[config.mk]
export PLATFORM = sky130hd
export DESIGN_NAME = ps2_frame_rx_flat
export DESIGN_NICKNAME = d
export VERILOG_FILES = /design/src/rtl/ps2_frame_rx_pkg.sv /design/src/rtl/ps2_frame_rx_if.sv /design/src/rtl/ps2_frame_rx_line_filter.sv /design/src/rtl/ps2_frame_rx.sv /design/src/flat_wrapper.sv
export SDC_FILE = /design/constraint.sdc
export NUM_CORES = 1
export LEC_CHECK = 0
export CORE_ASPECT_RATIO = 0.9
export CORE_UTILIZATION = 45
export DETAILED_ROUTE_END_ITERATION = 16
export PLACE_DENSITY = 0.63
export SYNTH_ARGS = -nofsm -noshare
export SYNTH_HDL_FRONTEND = slang
export SYNTH_SLANG_ARGS = --single-unit
[constraint.sdc]
create_clock -name clk -period 5.26 [get_ports clk]
set_input_delay 1.052 -clock clk [delete_from_list [all_inputs] [get_ports clk]]
set_output_delay 1.052 -clock clk [all_outputs]
set_load 0.02 [all_outputs]
[src/rtl/ps2_frame_rx_pkg.sv]
// Shared types and constants for the PS/2 device-to-host frame receiver.
package ps2_pkg;

  typedef enum logic [1:0] {IDLE, DATA, PARITY, STOP} state_t;

  typedef logic [1:0] err_code_t;

  localparam err_code_t ERR_NONE    = 2'b00;
  localparam err_code_t ERR_PARITY  = 2'b01;
  localparam err_code_t ERR_FRAME   = 2'b10;
  localparam err_code_t ERR_TIMEOUT = 2'b11;

  localparam int DATA_BITS = 8;

  // PS/2 uses odd parity over the data byte plus the parity bit.
  function automatic logic odd_parity_ok(input logic [DATA_BITS-1:0] data, input logic par);
    return ^{data, par};
  endfunction

endpackage

[src/rtl/ps2_frame_rx_if.sv]
// Pin and byte-stream bundle between the PS/2 receiver and its neighbours.
interface ps2_frame_rx_if;
  import ps2_pkg::*;

  logic       ena;
  logic       ps2_clk;
  logic       ps2_data;
  logic [7:0] rx_data;
  logic       rx_valid;
  logic       rx_err;
  err_code_t  err_code;
  logic       busy;

  modport master (
    output ena, ps2_clk, ps2_data,
    input  rx_data, rx_valid, rx_err, err_code, busy
  );

  modport slave (
    input  ena, ps2_clk, ps2_data,
    output rx_data, rx_valid, rx_err, err_code, busy
  );

endinterface

[src/rtl/ps2_frame_rx_line_filter.sv]
// Pin synchroniser followed by a stability filter; idles high out of reset.
module ps2_line_filter #(
  parameter int SYNC_STAGES = 2,
  parameter int FILTER_LEN  = 4
) (
  input  logic clk,
  input  logic rst_n,
  input  logic line_i,
  output logic line_o
);
  import ps2_pkg::*;

  localparam int CNT_W = $clog2(FILTER_LEN + 1);

  logic [SYNC_STAGES-1:0] sync_q, sync_d;
  logic [CNT_W-1:0]       cnt_q, cnt_d;
  logic                   filt_q, filt_d;
  logic                   synced;

  assign synced = sync_q[SYNC_STAGES-1];

  // The filtered line only follows a deviation that lasts FILTER_LEN cycles.
  always_comb begin
    sync_d = {sync_q[SYNC_STAGES-2:0], line_i};
    filt_d = filt_q;
    cnt_d  = '0;
    if (synced != filt_q) begin
      if (cnt_q == CNT_W'(FILTER_LEN - 1)) begin
        filt_d = synced;
      end else begin
        cnt_d = cnt_q + 1'b1;
      end
    end
  end

  always_ff @(posedge clk) begin
    if (!rst_n) begin
      sync_q <= '1;
      cnt_q  <= '0;
      filt_q <= 1'b1;
    end else begin
      sync_q <= sync_d;
      cnt_q  <= cnt_d;
      filt_q <= filt_d;
    end
  end

  assign line_o = filt_q;

endmodule

[src/rtl/ps2_frame_rx.sv]
// PS/2 device-to-host deserialiser: filtered pins in, checked bytes and error strobes out.
module ps2_frame_rx #(
  parameter int SYNC_STAGES    = 2,
  parameter int FILTER_LEN     = 4,
  parameter int TIMEOUT_CYCLES = 20000
) (
  input logic           clk,
  input logic           rst_n,
  ps2_frame_rx_if.slave bus
);
  import ps2_pkg::*;

  localparam int TMO_W = $clog2(TIMEOUT_CYCLES);
  localparam int BIT_W = $clog2(DATA_BITS);
  localparam logic [TMO_W-1:0] TMO_LIMIT = TMO_W'(TIMEOUT_CYCLES - 1);
  localparam logic [BIT_W-1:0] LAST_BIT  = BIT_W'(DATA_BITS - 1);

  logic clk_f, data_f, sample;

  state_t                 state_q, state_d;
  logic                   prev_clk_q, prev_clk_d;
  logic [BIT_W-1:0]       bit_cnt_q, bit_cnt_d;
  logic [DATA_BITS-1:0]   shift_q, shift_d;
  logic                   parity_q, parity_d;
  logic [TMO_W-1:0]       tmo_q, tmo_d;
  logic [DATA_BITS-1:0]   rx_data_q, rx_data_d;
  logic                   rx_valid_q, rx_valid_d;
  logic                   rx_err_q, rx_err_d;
  err_code_t              err_code_q, err_code_d;
  logic                   busy;

  ps2_line_filter #(.SYNC_STAGES(SYNC_STAGES), .FILTER_LEN(FILTER_LEN)) u_clk_filter (
    .clk(clk), .rst_n(rst_n), .line_i(bus.ps2_clk), .line_o(clk_f)
  );

  ps2_line_filter #(.SYNC_STAGES(SYNC_STAGES), .FILTER_LEN(FILTER_LEN)) u_data_filter (
    .clk(clk), .rst_n(rst_n), .line_i(bus.ps2_data), .line_o(data_f)
  );

  assign sample = prev_clk_q & ~clk_f;

  always_ff @(posedge clk) begin
    if (!rst_n) state_q <= IDLE;
    else        state_q <= state_d;
  end

  // A sample event outranks the timeout when both land in the same cycle.
  always_comb begin
    state_d    = state_q;
    prev_clk_d = clk_f;
    bit_cnt_d  = bit_cnt_q;
    shift_d    = shift_q;
    parity_d   = parity_q;
    rx_data_d  = rx_data_q;
    rx_valid_d = 1'b0;
    rx_err_d   = 1'b0;
    err_code_d = ERR_NONE;
    tmo_d      = (sample || state_q == IDLE) ? '0 : tmo_q + 1'b1;

    if (!bus.ena) begin
      state_d   = IDLE;
      bit_cnt_d = '0;
      tmo_d     = '0;
    end else if (sample) begin
      case (state_q)
        IDLE: begin
          if (!data_f) begin
            state_d   = DATA;
            bit_cnt_d = '0;
          end
        end
        DATA: begin
          shift_d   = {data_f, shift_q[DATA_BITS-1:1]};
          bit_cnt_d = bit_cnt_q + 1'b1;
          if (bit_cnt_q == LAST_BIT) state_d = PARITY;
        end
        PARITY: begin
          parity_d = data_f;
          state_d  = STOP;
        end
        STOP: begin
          state_d = IDLE;
          if (!data_f) begin
            rx_err_d   = 1'b1;
            err_code_d = ERR_FRAME;
          end else if (!odd_parity_ok(shift_q, parity_q)) begin
            rx_err_d   = 1'b1;
            err_code_d = ERR_PARITY;
          end else begin
            rx_data_d  = shift_q;
            rx_valid_d = 1'b1;
          end
        end
        default: state_d = IDLE;
      endcase
    end else if (state_q != IDLE && tmo_q == TMO_LIMIT) begin
      state_d    = IDLE;
      rx_err_d   = 1'b1;
      err_code_d = ERR_TIMEOUT;
    end
  end

  always_ff @(posedge clk) begin
    if (!rst_n) begin
      prev_clk_q <= 1'b1;
      bit_cnt_q  <= '0;
      shift_q    <= '0;
      parity_q   <= 1'b0;
      tmo_q      <= '0;
      rx_data_q  <= '0;
      rx_valid_q <= 1'b0;
      rx_err_q   <= 1'b0;
      err_code_q <= ERR_NONE;
    end else begin
      prev_clk_q <= prev_clk_d;
      bit_cnt_q  <= bit_cnt_d;
      shift_q    <= shift_d;
      parity_q   <= parity_d;
      tmo_q      <= tmo_d;
      rx_data_q  <= rx_data_d;
      rx_valid_q <= rx_valid_d;
      rx_err_q   <= rx_err_d;
      err_code_q <= err_code_d;
    end
  end

  always_comb begin
    busy = (state_q != IDLE);
  end

  assign bus.busy     = busy;
  assign bus.rx_data  = rx_data_q;
  assign bus.rx_valid = rx_valid_q;
  assign bus.rx_err   = rx_err_q;
  assign bus.err_code = err_code_q;

endmodule

[src/flat_wrapper.sv]
// flat-port wrapper written by rule: the top's interface ports become plain ports
module ps2_frame_rx_flat import ps2_pkg::*;
#(
  parameter int SYNC_STAGES    = 2,
  parameter int FILTER_LEN     = 4,
  parameter int TIMEOUT_CYCLES = 20000
)
  (clk, rst_n, bus_ena, bus_ps2_clk, bus_ps2_data, bus_rx_data, bus_rx_valid, bus_rx_err, bus_err_code, bus_busy);
  ps2_frame_rx_if bus_i ();
  input logic clk;
  input logic rst_n;
  input wire logic [$bits(bus_i.ena)-1:0] bus_ena;
  input wire logic [$bits(bus_i.ps2_clk)-1:0] bus_ps2_clk;
  input wire logic [$bits(bus_i.ps2_data)-1:0] bus_ps2_data;
  output wire logic [$bits(bus_i.rx_data)-1:0] bus_rx_data;
  output wire logic [$bits(bus_i.rx_valid)-1:0] bus_rx_valid;
  output wire logic [$bits(bus_i.rx_err)-1:0] bus_rx_err;
  output wire logic [$bits(bus_i.err_code)-1:0] bus_err_code;
  output wire logic [$bits(bus_i.busy)-1:0] bus_busy;
  assign bus_i.ena = bus_ena;
  assign bus_i.ps2_clk = bus_ps2_clk;
  assign bus_i.ps2_data = bus_ps2_data;
  assign bus_rx_data = bus_i.rx_data;
  assign bus_rx_valid = bus_i.rx_valid;
  assign bus_rx_err = bus_i.rx_err;
  assign bus_err_code = bus_i.err_code;
  assign bus_busy = bus_i.busy;
  ps2_frame_rx #(.SYNC_STAGES(SYNC_STAGES), .FILTER_LEN(FILTER_LEN), .TIMEOUT_CYCLES(TIMEOUT_CYCLES)) u_core (.clk(clk), .rst_n(rst_n), .bus(bus_i));
endmodule
======== Yosys cells after proc, flatten, opt, wreduce, memory -nomap -nowiden ========
Index checks and enable logic that the tools add are counted.
cells by class
  reductions and logical operators ........ 19
  equality and inequality tests ........... 12
  muxes and demuxes ....................... 18
  bitwise gates (word level) .............. 6
  add/subtract/negate cells ............... 4
operator list
  kind                                           count
  2-to-1 mux 2 bit                               8
  adder 15 x 1 -> 15 bit, second input constant  1
  == test 15 bit, second input constant          1
  AND reduction 3 bit                            4
  AND reduction 5 bit                            2
  adder 3 x 1 -> 3 bit, second input constant    3
  OR reduction 3 bit                             3
  parity 9 bit                                   1
  case mux 2 bit (4 select lines)                1
  2-to-1 mux 1 bit                               7
  == test 3 x 2 -> 1 bit, second input constant  2
  inequality test 3 bit, second input constant   2
  case mux 3 bit (2 select lines)                1
  AND reduction 2 bit                            3
  nonzero test 2 bit                             3
  NOT 1 bit                                      5
  == test 2 bit, second input constant           2
  == test 3 bit, second input constant           1
  2-to-1 mux 3 bit                               1
  == test 2 x 1 -> 1 bit, second input constant  1
  zero test 2 bit                                1
  inequality test 1 bit                          2
  inequality test 2 bit, second input constant   1
  AND 1 bit                                      1
  2 further kinds                                2
storage, ports and cells
  logic and storage cells ................. 75
  register bits after elaboration ......... 54
  output and inout port bits .............. 13
  input port bits ......................... 5

======== Logic depth before layout (Yosys ltp) ========
Gate-level depths: netlist (run 1).
  word-level depth ........................ 5
  mapped depth ............................ 7

======== Modules after synthesis ========
A second synthesis (run 1) with hierarchy kept.
unflattened totals
  cell total of the unflattened synthesis .. 252
  area, all modules ....................... 2,326.0 um^2
modules (own cells, without submodules)
  module           times used  area an instance (um^2)  cells each
  ps2_frame_rx     1           1,898.1                  218
  ps2_line_filter  2           214.0                    17

======== Worst setup path after synthesis (run 1) ========
OpenSTA, ideal clock, no wires.
  path kind ............................... input to register
  start ................................... input bus_ena
  end ..................................... register u_core.rx_data_q[0], in the netlist u_core.bus.rx_data[0]
  setup slack ............................. 3.234 ns
  arrival ................................. 1.954 ns
  stages .................................. 4
  data required time ...................... 5.188 ns
  path through ............................ clkbuf_1 -> nand4_1 -> nor2_8 -> mux2i_1
on the way
  longest elaborated chain between the ends .. 1
ends and longest elaborated chain
  element                               line                 RTL
  from (decl)                           flat_wrapper.sv:12   input wire logic [$bits(bus_i.ena)-1:0] bus_ena;
  AND reduction 5 bit (no source line)  --
  to (signal assigned)                  ps2_frame_rx.sv:120  rx_data_q <= rx_data_d;
  to (decl)                             ps2_frame_rx.sv:26   logic [DATA_BITS-1:0] rx_data_q, rx_data_d;
No other way between the ends.
A chain may end at the register's enable or synchronous reset.

======== Worst setup path after layout (run 1) ========
  start ................................... register u_core.state_q[0]
  end ..................................... output bus_busy
on the way
  longest elaborated chain between the ends .. 1
ends and longest elaborated chain
  element                 line                 RTL
  from (decl)             ps2_frame_rx.sv:20   state_t state_q, state_d;
  from (signal assigned)  ps2_frame_rx.sv:44   else state_q <= state_d;
  nonzero test 2 bit      ps2_frame_rx.sv:128  busy = (state_q != IDLE);
  to (decl)               flat_wrapper.sv:19   output wire logic [$bits(bus_i.busy)-1:0] bus_busy;
No other way between the ends.

==> results.md, run 1 <==
* Status: finished, final reports clean
* Clock root buffer: clkbuf_8
* Routability congestion estimate at slightly below 0.8
* Die ar. at approximately 5400 um2
* Lkg Pwr at between 0.9 and 1 nW
* Yosys warns at 0
* Number of CTS-inserted buffers at 5
* Via Count at 1,628
* Yosys cell types at 31
* Core area at 4860 um2
* Nets at around 280
* Setup tns final at 0 ns
* Type of the worst setup path: reg2out
* Max_cap viols at 0
* Initial antenna violation count at 0
* Ports at 18
* Fin crit period at 2.81 ns
* Max clock buf depth at 2
* Post-synth top area cell: dfxtp_1
* Slew margin rel. at between 60% and 70%
* Pre-antenna DRT Iters at 6
* Port buffer count at 17
* Cts hold-fix bufs at 0
* Via-per-instance ratio at ~5
* CP required at around 4.2 ns
* Synthesized area per cell at roughly 9 um2
* Global-route wire length before repair at 6380 um
* Maximum vdd drop at ~0.00013 V
* Overall Power at roughly 650 uW
* Site row count at 24
* Yosys top cell area share at between 40% and 50%
* CTS resizes at 0
* Global route overflow at 0
* Starting Density at between 40 and 50%
* Max Slew Vio Count at 0
* Seq/Total Area, Yosys at a little under half
* Top cells by area, synth: dfxtp_1 47%, nand2_1 6.7%, ha_1 6.0%, nor2_1 4.8%, xnor2_1 4.6%
* Post-route ant nets at 0
* Pre-CTS WS at ~2.6 ns
* Die height at around 70 um
* Clock transition at path regs at about 0.080 ns
* Final Hold Violating Endpoints at 0
* Synth Instances at 250
* CTS Sinks at between 50 and 60
* Pin slew with the least headroom to its limit at around 0.56 ns
* Die W at approximately 77 um
* Min-Delay Path Class: reg2reg
* Area grow syn2layout at 13.8%
* Peak Freq at around 0.36 GHz
* Cell area power density at between 200 and 300 nW/um2
* Critical path arrival at ~1.8 ns
* Fin crit share at 53.4%
* Number of global-route vias before repair at approximately 1,400
* Most common cell in the synthesized netlist: dfxtp_1
* Crit Path Max Fanout at 6
* Post-CTS setup buffer count at 0
* Final WL at ~3600 um
* H-tree levels at 2
* RSZ-0062 raised after global routing: false
* Startpoint Class: register
* WL/cell at 10.9 um
* TritonCTS clock tree: built
* Mapped Nets at between 200 and 300
* Skew final at just under 0.005 ns
* Tot GR Track Use at 15.0%
* Clk_lat worst skew at approximately 0.30 ns
* Flops & latches, synth at 54
* Most instantiated cells after synthesis: 54 x dfxtp_1, 41 x nand2_1, 29 x nor2_1, 12 x inv_1, 12 x xnor2_1
* Ant diodes at 0
* Async set-reset flop share out of synthesis at 0%
* 1st-iter DRT viols at 64
* Synthesized area at about 2300 um2
* DRC at 0
* Number of enable flip-flop cells after synthesis at 0
* Setup violations, final at 0
* Critical path capture point type: output pin
* Largest net degree at the start of global routing at 39
* Post-DP HPWL at approximately 2500 um
* Top_reg_cell synth: dfxtp_1
* Worst setup margin at 2.45 ns
* Share of cells above drive strength 1 at under 10%
[worst paths after layout]
kind	startpoint	to	slack (ns)	depth (start not counted)
max	u_core.state_q[0]	bus_busy	2.45	4
min	u_core.u_data_filter.sync_q[0]	u_core.u_data_filter.sync_q[1]	0.41	1
max reg2reg	u_core.tmo_q[6]	u_core.state_q[1]	3.40	5
min reg2reg	u_core.u_data_filter.sync_q[0]	u_core.u_data_filter.sync_q[1]	0.41	1
[kinds of logic (layout without fill, tap and decap cells)]
kind of cell	count (synthesis)	count (layout)	synth area share, %
AO/OA/AOI/OAI	24	24	7.06
multiplexers	9	9	3.94
buffers and inverters	20	38	3.45
AND/OR/NAND/NOR	109	109	22.8
XOR/XNOR	23	23	9.46
adder cells (fa/ha/maj)	11	11	6.02
flip-flops	54	54	47.3
[through the flow]
stage,area (um2),instances,hold WS (ns),util (%)
finish,2600,333,0.412,53.5
global route,2600,333,0.428,53.5
CTS,2600,333,0.418,53.5
detailed placement,2510,325,0.396,51.6
global placement,2510,325,0.394,51.6
floorplan,2290,250,0.386,-
[critical path, cell delays in order (launching register included)]
cell and delay [ns]:
dfxtp_1 0.40, inv_1 0.08, ha_1 0.26, inv_1 0.11, clkdlybuf4s50_1 0.60
[cells in the final DEF (no fill, tap or decap), drive strengths merged, types with 2 or more instances in the layout]
cell type,n
mux2i,9
or4b,2
clkdlybuf4s50,17
a21boi,9
xor2,10
o21ai,5
a21oi,4
nand2,41
nand3,11
and3,2
ha,11
a32oi,2
nand4,6
nor2,30
and2,2
xnor2,12
nand3b,3
nand2b,6
nor2b,2
dfxtp,54
inv,12
nor3,2
clkbuf,7
[flip-flops by register name, indices dropped and copies added (netlist names), 3 cells and up]
register,count
u_core.bit_cnt_q,3
u_core.u_clk_filter.cnt_q,3
u_core.shift_q,8
u_core.tmo_q,15
u_core.u_data_filter.cnt_q,3
u_core.bus.rx_data,8
[layer usage]
layer,GRT usage (%),share of wire [%],up-vias
met5,0,0,-
li1,-,-,856
met1,19.5,53,737
met3,3.95,3.2,8
met2,22.7,42,27
met4,7.76,2.2,0
[cell type report]
| cell class | count | area, um2 |
|---|---|---|
| fill | 482 | 2260 |
| multi-input combinational | 176 | 1130 |
| sequential | 54 | 1080 |
| timing repair buffer | 18 | 178 |
| clock buffer | 7 | 86.3 |
| tap | 65 | 81.3 |
| inverter | 12 | 45.0 |
| clock inverter | 1 | 5.00 |
[report_power, final]
group / switching [mW] / total, mW / internal [mW]
sequential: 0.000735 / 0.411 / 0.410
combinational: 0.00655 / 0.0120 / 0.00542
clock: 0.125 / 0.231 / 0.106
Note: power is estimated with default switching activity, not from simulation.
==> run 2: changes to the inputs <==
clock period = 2.7 ns   (was 5.26 ns; I/O delays follow)
==> run 2 against run 1 <==
Effect of this change:
- non-clock buffer count up 2
- clock skew shrank 0.00081 ns
- final cell count rose by 0.60%
- sequential share of layout area decreased by 1.0 points
- global-route usage up 0.44 points
- largest power group unchanged
- design area grew 2.5%
- critical path depth did not move
- critical endpoint unchanged
- first-iteration DRC count rose by 42%
- combinational power grew 100%
==> results.md, run 2 (synthesized netlist as in run 1, its figures left out) <==
* Clock transition at path regs at 0.09 ns (about the same)
* Net switching power at 263 uW (+99%)
* WL/cell at 11.3 um (+3.6%)
* Top reg by flops: u_core.tmo_q
* Core area at 4860 um2 (unchanged)
* DRC at 0 (unchanged)
* Die height at 69.6 um (unchanged)
* Die W at 77.2 um (unchanged)
* Number of global-route vias before repair at 1,486 (+2.6%)
* CTS Sinks at 54 (unchanged)
* CTS resizes at 0 (unchanged)
* P_int at 1.21 mW (+130%)
* Dpl cell area at 2530 um2 (+0.60%)
* Lkg Pwr at 0.952 nW (+3.5%)
* Met2 Routed Length at 1540 um (+1.9%)
* Gate power share at 1.6% (-0.2 points)
* 1st-iter DRT viols at 91 (+42%)
* Reg2Reg Depth at 5 (unchanged)
* Max Slew Vio Count at 0 (unchanged)
* Clk pwr share at 43.8% (+8.5 points)
* Share of cells above drive strength 1 at 6.30% (+1.1 points)
* Hold WS at 0.411 ns (-0.000713 ns)
* Slew margin rel. at 68.6% (+5.7 points)
* Skew final at 0.00411 ns (-0.000808 ns)
* Setup violations, final at 0 (unchanged)
* Final non-filler cell total at 335 (+0.60%)
* Family with the most delay on the worst path: buffers and inverters
* Cell area power density at 550 nW/um2 (+120%)
* Commonest non-fill, non-tap cell in the layout: dfxtp_1
* Final Cell Area at 2670 um2 (+2.5%)
* DP Cell Count at 327 (+0.62%)
* Switching Fraction at 17.9% (-2.3 points)
* Starting Density at 47.0% (unchanged)
* Critical-path top delay cell: clkdlybuf4s50_1
* Crit path cell chain: inv_1 > ha_1 > inv_1 > clkdlybuf4s50_1
* Via-per-instance ratio at 4.81 (-1.5%)
* CP required at 2.16 ns (-2.05 ns)
* Global route overflow at 0 (unchanged)
* WL met1 at 2090 um (+9.2%)
* Post-route ant nets at 0 (unchanged)
* Most frequent cell on the critical path: inv_1
* Final Hold Violating Endpoints at 0 (unchanged)
* Area grow syn2layout at 16.7%
* TritonCTS clock tree: built
* Crit-path max cell delay at 0.60 ns (about the same)
* DR top layer: met4
* Startpoint Class: register
* WP buf/inv at 3 (unchanged)
* Initial antenna violation count at 0 (unchanged)
* Met3 Wirelength at 118 um (+3.5%)
* Die ar. at 5370 um2 (unchanged)
* Sequential share of power at 54.5% (-8.3 points)
* Port buffer count at 17 (unchanged)
* Global-route wire length before repair at 6670 um (+4.5%)
* Clk_lat worst skew at 0.29 ns (about the same)
* Via Count at 1,613 (-0.92%)
* Number of CTS-inserted buffers at 5 (unchanged)
* Routability congestion estimate at 0.805 (+2.2%)
* Site row count at 24 (unchanged)
* Setup tns final at 0 ns (unchanged)
* Overall Power at 1.47 mW (+120%)
* Peak Freq at between 0.4 and 0.5 GHz
* Fin crit share at between 80 and 90%
* Ports at 18 (unchanged)
* Fin crit period at 2.26 ns
* Status: finished, final reports clean
* Tot GR Track Use at 15.4% (+0.44 points)
* Largest register FFs at 15 (unchanged)
* Nets at 285 (+0.71%)
* Pin slew with the least headroom to its limit at 0.468 ns (-0.0881 ns)
* Cts hold-fix bufs at 0 (unchanged)
* Clock root buffer: clkbuf_8
* Max clock buf depth at 2 (unchanged)
* Largest net degree at the start of global routing at 25 (-36%)
* Post-CTS setup buffer count at 0 (unchanged)
* Post-DP HPWL at 2670 um (+5.8%)
* Type of the worst setup path: reg2out
* Cell depth of the worst hold path at 1 (unchanged)
* Maximum vdd drop at 0.000363 V (+180%)
* Commonest cells after routing, fill and taps aside: 54 x dfxtp_1, 41 x nand2_1, 29 x nor2_1
* RSZ-0062 raised after global routing: false
* Critical Path Stages at 4 (unchanged)
* Max_cap viols at 0 (unchanged)
* Critical path arrival at 1.72 ns (-0.04 ns)
* Ant diodes at 0 (unchanged)
* Final WL at 3770 um (+4.3%)
* Crit Path Max Fanout at 6 (unchanged)
* Pre-antenna DRT Iters at 4 (-2)
* Min-Delay Path Class: reg2reg
* Critical path capture point type: output pin
* H-tree levels at 2 (unchanged)
[run 2: cell types whose count changed in the layout (fill, tap and decap cells not counted)]
cell       change
buf_4          +2
bufinv_16      +2
clkbuf_1       -1
clkinv_2       -1
[run 2: worst paths after layout]
kind	end	start	slack (ns)
max	bus_busy	u_core.state_q[0]	0.44
min	u_core.u_clk_filter.sync_q[1]	u_core.u_clk_filter.sync_q[0]	0.41
max reg2reg	u_core.state_q[1]	u_core.tmo_q[6]	0.89
min reg2reg	u_core.u_clk_filter.sync_q[1]	u_core.u_clk_filter.sync_q[0]	0.41
[run 2: power groups by stage]
stage	clock [mW]	combinational (mW)	sequential, mW
floorplan	0	0.0151	0.819
global placement	0	0.0244	0.819
detailed placement	0	0.0246	0.819
CTS	0.669	0.0247	0.801
global route	0.694	0.0273	0.802
finish	0.644	0.0242	0.801
[run 2: cell type report]
class	instances	area [um2]
Clock buffer	6	82.6
Clock inverter	2	60.1
Tap cell	65	81.3
Multi-Input combinational cell	176	1130
Timing Repair Buffer	20	193
Fill cell	446	2190
Sequential cell	54	1080
Inverter	12	45.0
[run 2: per-stage QoR]
stage / utilization (%) / worst slack (ns)
after global routing: 54.9 / 0.359
final: 54.9 / 0.444
after detailed placement: 52.0 / 0.681
after CTS: 54.9 / 0.426
after floorplan: - / 1.01
after global placement: 52.0 / 0.723
[run 2: routing by layer]
layer	vias to the layer above	global-route usage (%)
met5	-	0
met4	0	4.40
met3	2	3.95
met2	28	22.9
met1	721	21.9
li1	862	-
==> run 3: changes to the inputs <==
clock period = 2.3 ns   (was 2.7 ns; I/O delays follow)
==> run 3 against run 2 <==
Effect of this change:
- first-iteration DRC count down 12%
- critical path depth stayed put
- register-to-register slack worse by 0.39 ns
- critical endpoint unchanged
- highest routed layer unchanged
==> results.md, run 3 (synthesized netlist as in run 1, its figures left out) <==
* Status: finished, final reports clean
* Reg2Reg Depth at 5 (unchanged)
* Post-route ant nets at 0 (unchanged)
* Most frequent cell on the critical path: inv_1
* Crit path from: u_core.state_q[0]
* Number of global-route vias before repair at 1,447 (-2.6%)
* Largest register FFs at 15 (unchanged)
* WL/cell at 10.8 um (-4.2%)
* Hold EP: u_core.u_clk_filter.sync_q[1]
* Min-Delay Path Class: reg2reg
* Via-per-instance ratio at 4.84 (+0.57%)
* Critical-path top delay cell: clkdlybuf4s50_1
* Maximum vdd drop at 0.000431 V (+19%)
* Die height at 69.6 um (unchanged)
* Final Hold Violating Endpoints at 0 (unchanged)
* Lkg Pwr at 0.944 nW (-0.91%)
* WP buf/inv at 3 (unchanged)
* Clock transition at path regs at 0.09 ns (about the same)
* Crit-path max cell delay at 0.59 ns (about the same)
* Pre-CTS WS at 0.465 ns (-0.216 ns)
* Cts hold-fix bufs at 0 (unchanged)
* Cell depth of the worst hold path at 1 (unchanged)
* Port buffer count at 17 (unchanged)
* CP required at 1.84 ns (-0.32 ns)
* Commonest non-fill, non-tap cell in the layout: dfxtp_1
* Slew margin rel. at 68.3% (-0.29 points)
* Fin crit share at between 90% and 100%
* Type of the worst setup path: reg2out
* Top reg by flops: u_core.tmo_q
* DRC at 0 (unchanged)
* Family with the most delay on the worst path: buffers and inverters
* Pre-antenna DRT Iters at 4 (unchanged)
* Peak Freq at ~0.46 GHz
* Worst setup margin at 0.131 ns (-0.313 ns)
* TritonCTS clock tree: built
* # fillers at 460 (+3.1%)
* Setup violations, final at 0 (unchanged)
* Number of CTS-inserted buffers at 5 (unchanged)
* Worst R2R Start: u_core.tmo_q[6]
* CTS resizes at 0 (unchanged)
* Post-DP HPWL at 2600 um (-2.6%)
* Crit path cell chain: inv_1 > ha_1 > inv_1 > clkdlybuf4s50_1
* Max clock buf depth at 2 (unchanged)
* Area grow syn2layout at 15.6%
* Critical path capture point type: output pin
* Routability congestion estimate at 0.794 (-1.4%)
* CTS Sinks at 54 (unchanged)
* Crit Path Max Fanout at 6 (unchanged)
* Global route overflow at 0 (unchanged)
* Multi-input gate area at 1130 um2 (unchanged)
* Global-route wire length before repair at 6420 um (-3.8%)
* Core area at 4860 um2 (unchanged)
* Critical R2R Capture: u_core.state_q[1]
* Share of cells above drive strength 1 at 6.64% (+0.35 points)
* Post-CTS setup buffer count at 0 (unchanged)
* Starting Density at 47.0% (unchanged)
* RSZ-0062 raised after global routing: false
* 1st-iter DRT viols at 80 (-12%)
* Via Count at 1,627 (+0.87%)
* Max_cap viols at 0 (unchanged)
* Initial antenna violation count at 0 (unchanged)
* FF-to-FF setup slack at 0.50 ns (-0.39 ns)
* Setup tns final at 0 ns (unchanged)
* Critical path arrival at 1.71 ns (about the same)
* Clk_lat worst skew at 0.29 ns (about the same)
* Clock root buffer: clkbuf_8
* Largest net degree at the start of global routing at 19 (-24%)
* Commonest cells after routing, fill and taps aside: 54 x dfxtp_1, 41 x nand2_1, 29 x nor2_1
* Cell area power density at 597 nW/um2 (+8.6%)
* Startpoint Class: register
* Register area at 1080 um2 (unchanged)
* Ports at 18 (unchanged)
* Fin crit period at about 2.2 ns
* Tot GR Track Use at 14.9% (-0.54 points)
* Pin slew with the least headroom to its limit at 0.472 ns (+0.00428 ns)
* Site row count at 24 (unchanged)
* Nets at 286 (+0.35%)
* Skew final at 0.00332 ns (-0.000790 ns)
* Final WL at 3630 um (-3.9%)
* Die ar. at 5370 um2 (unchanged)
* Ant diodes at 0 (unchanged)
* H-tree levels at 2 (unchanged)
* Die W at 77.2 um (unchanged)
* Max Slew Vio Count at 0 (unchanged)
* Hold path startpoint: u_core.u_clk_filter.sync_q[0]
* Overall Power at 1.58 mW (+7.5%)
==> run 3: cell types whose count changed in the layout (fill, tap and decap cells not counted) <==
cell       delta
clkinv_2      +2
buf_4         +1
bufinv_16     -1
clkbuf_8      -1
==> run 3: worst register-to-register path, cell delays in order (launching register included) <==
cell and delay (ns):
dfxtp_1 0.37, or4b_2 0.66, nor4_2 0.33, a21oi_1 0.13, a22oi_1 0.15, nor2_1 0.05
==> run 3: how the worst max path moves through the flow <==
stage               slack (ns)  cells after the start                    end
floorplan                 0.61                      5      u_core.state_q[1]
global route              0.03                      4               bus_busy
CTS                       0.13                      4               bus_busy
detailed placement        0.47                      4  u_core.bus.rx_data[1]
finish                    0.13                      4               bus_busy
global placement          0.49                      4               bus_busy
==> run 3: power breakdown <==
| group | internal, mW | total (mW) | switching [mW] |
|---|---|---|---|
| Sequential | 0.938 | 0.940 | 0.00162 |
| Clock | 0.321 | 0.609 | 0.289 |
| Combinational | 0.0145 | 0.0299 | 0.0154 |
| Total | 1.27 | 1.58 | 0.306 |
==> run 3: routing by layer <==
| layer | vias up | GRT usage [%] | routed length [um] |
|---|---|---|---|
| met5 | - | 0 | 0 |
| met4 | 0 | 5.03 | 23 |
| met3 | 2 | 3.55 | 124 |
| met2 | 20 | 21.7 | 1520 |
| met1 | 742 | 21.3 | 1960 |
| li1 | 863 | - | - |
==> run 3: area by class of cell <==
| cell class | instances | area share [%] |
|---|---|---|
| clock inverter | 3 | 1.51 |
| multi-input combinational | 176 | 42.6 |
| sequential | 54 | 40.9 |
| timing repair buffer | 21 | 7.57 |
| tap | 65 | 3.08 |
| inverter | 12 | 1.70 |
| clock buffer | 5 | 2.60 |
==> run 3: metrics by stage <==
step	cells	hold slack, ns	utilization, %	instance area [um2]
floorplan	250	0.386	-	2290
global placement	328	0.392	52.1	2530
detailed placement	328	0.392	52.1	2530
CTS	336	0.415	54.3	2640
global route	336	0.440	54.3	2640
finish	336	0.411	54.3	2640
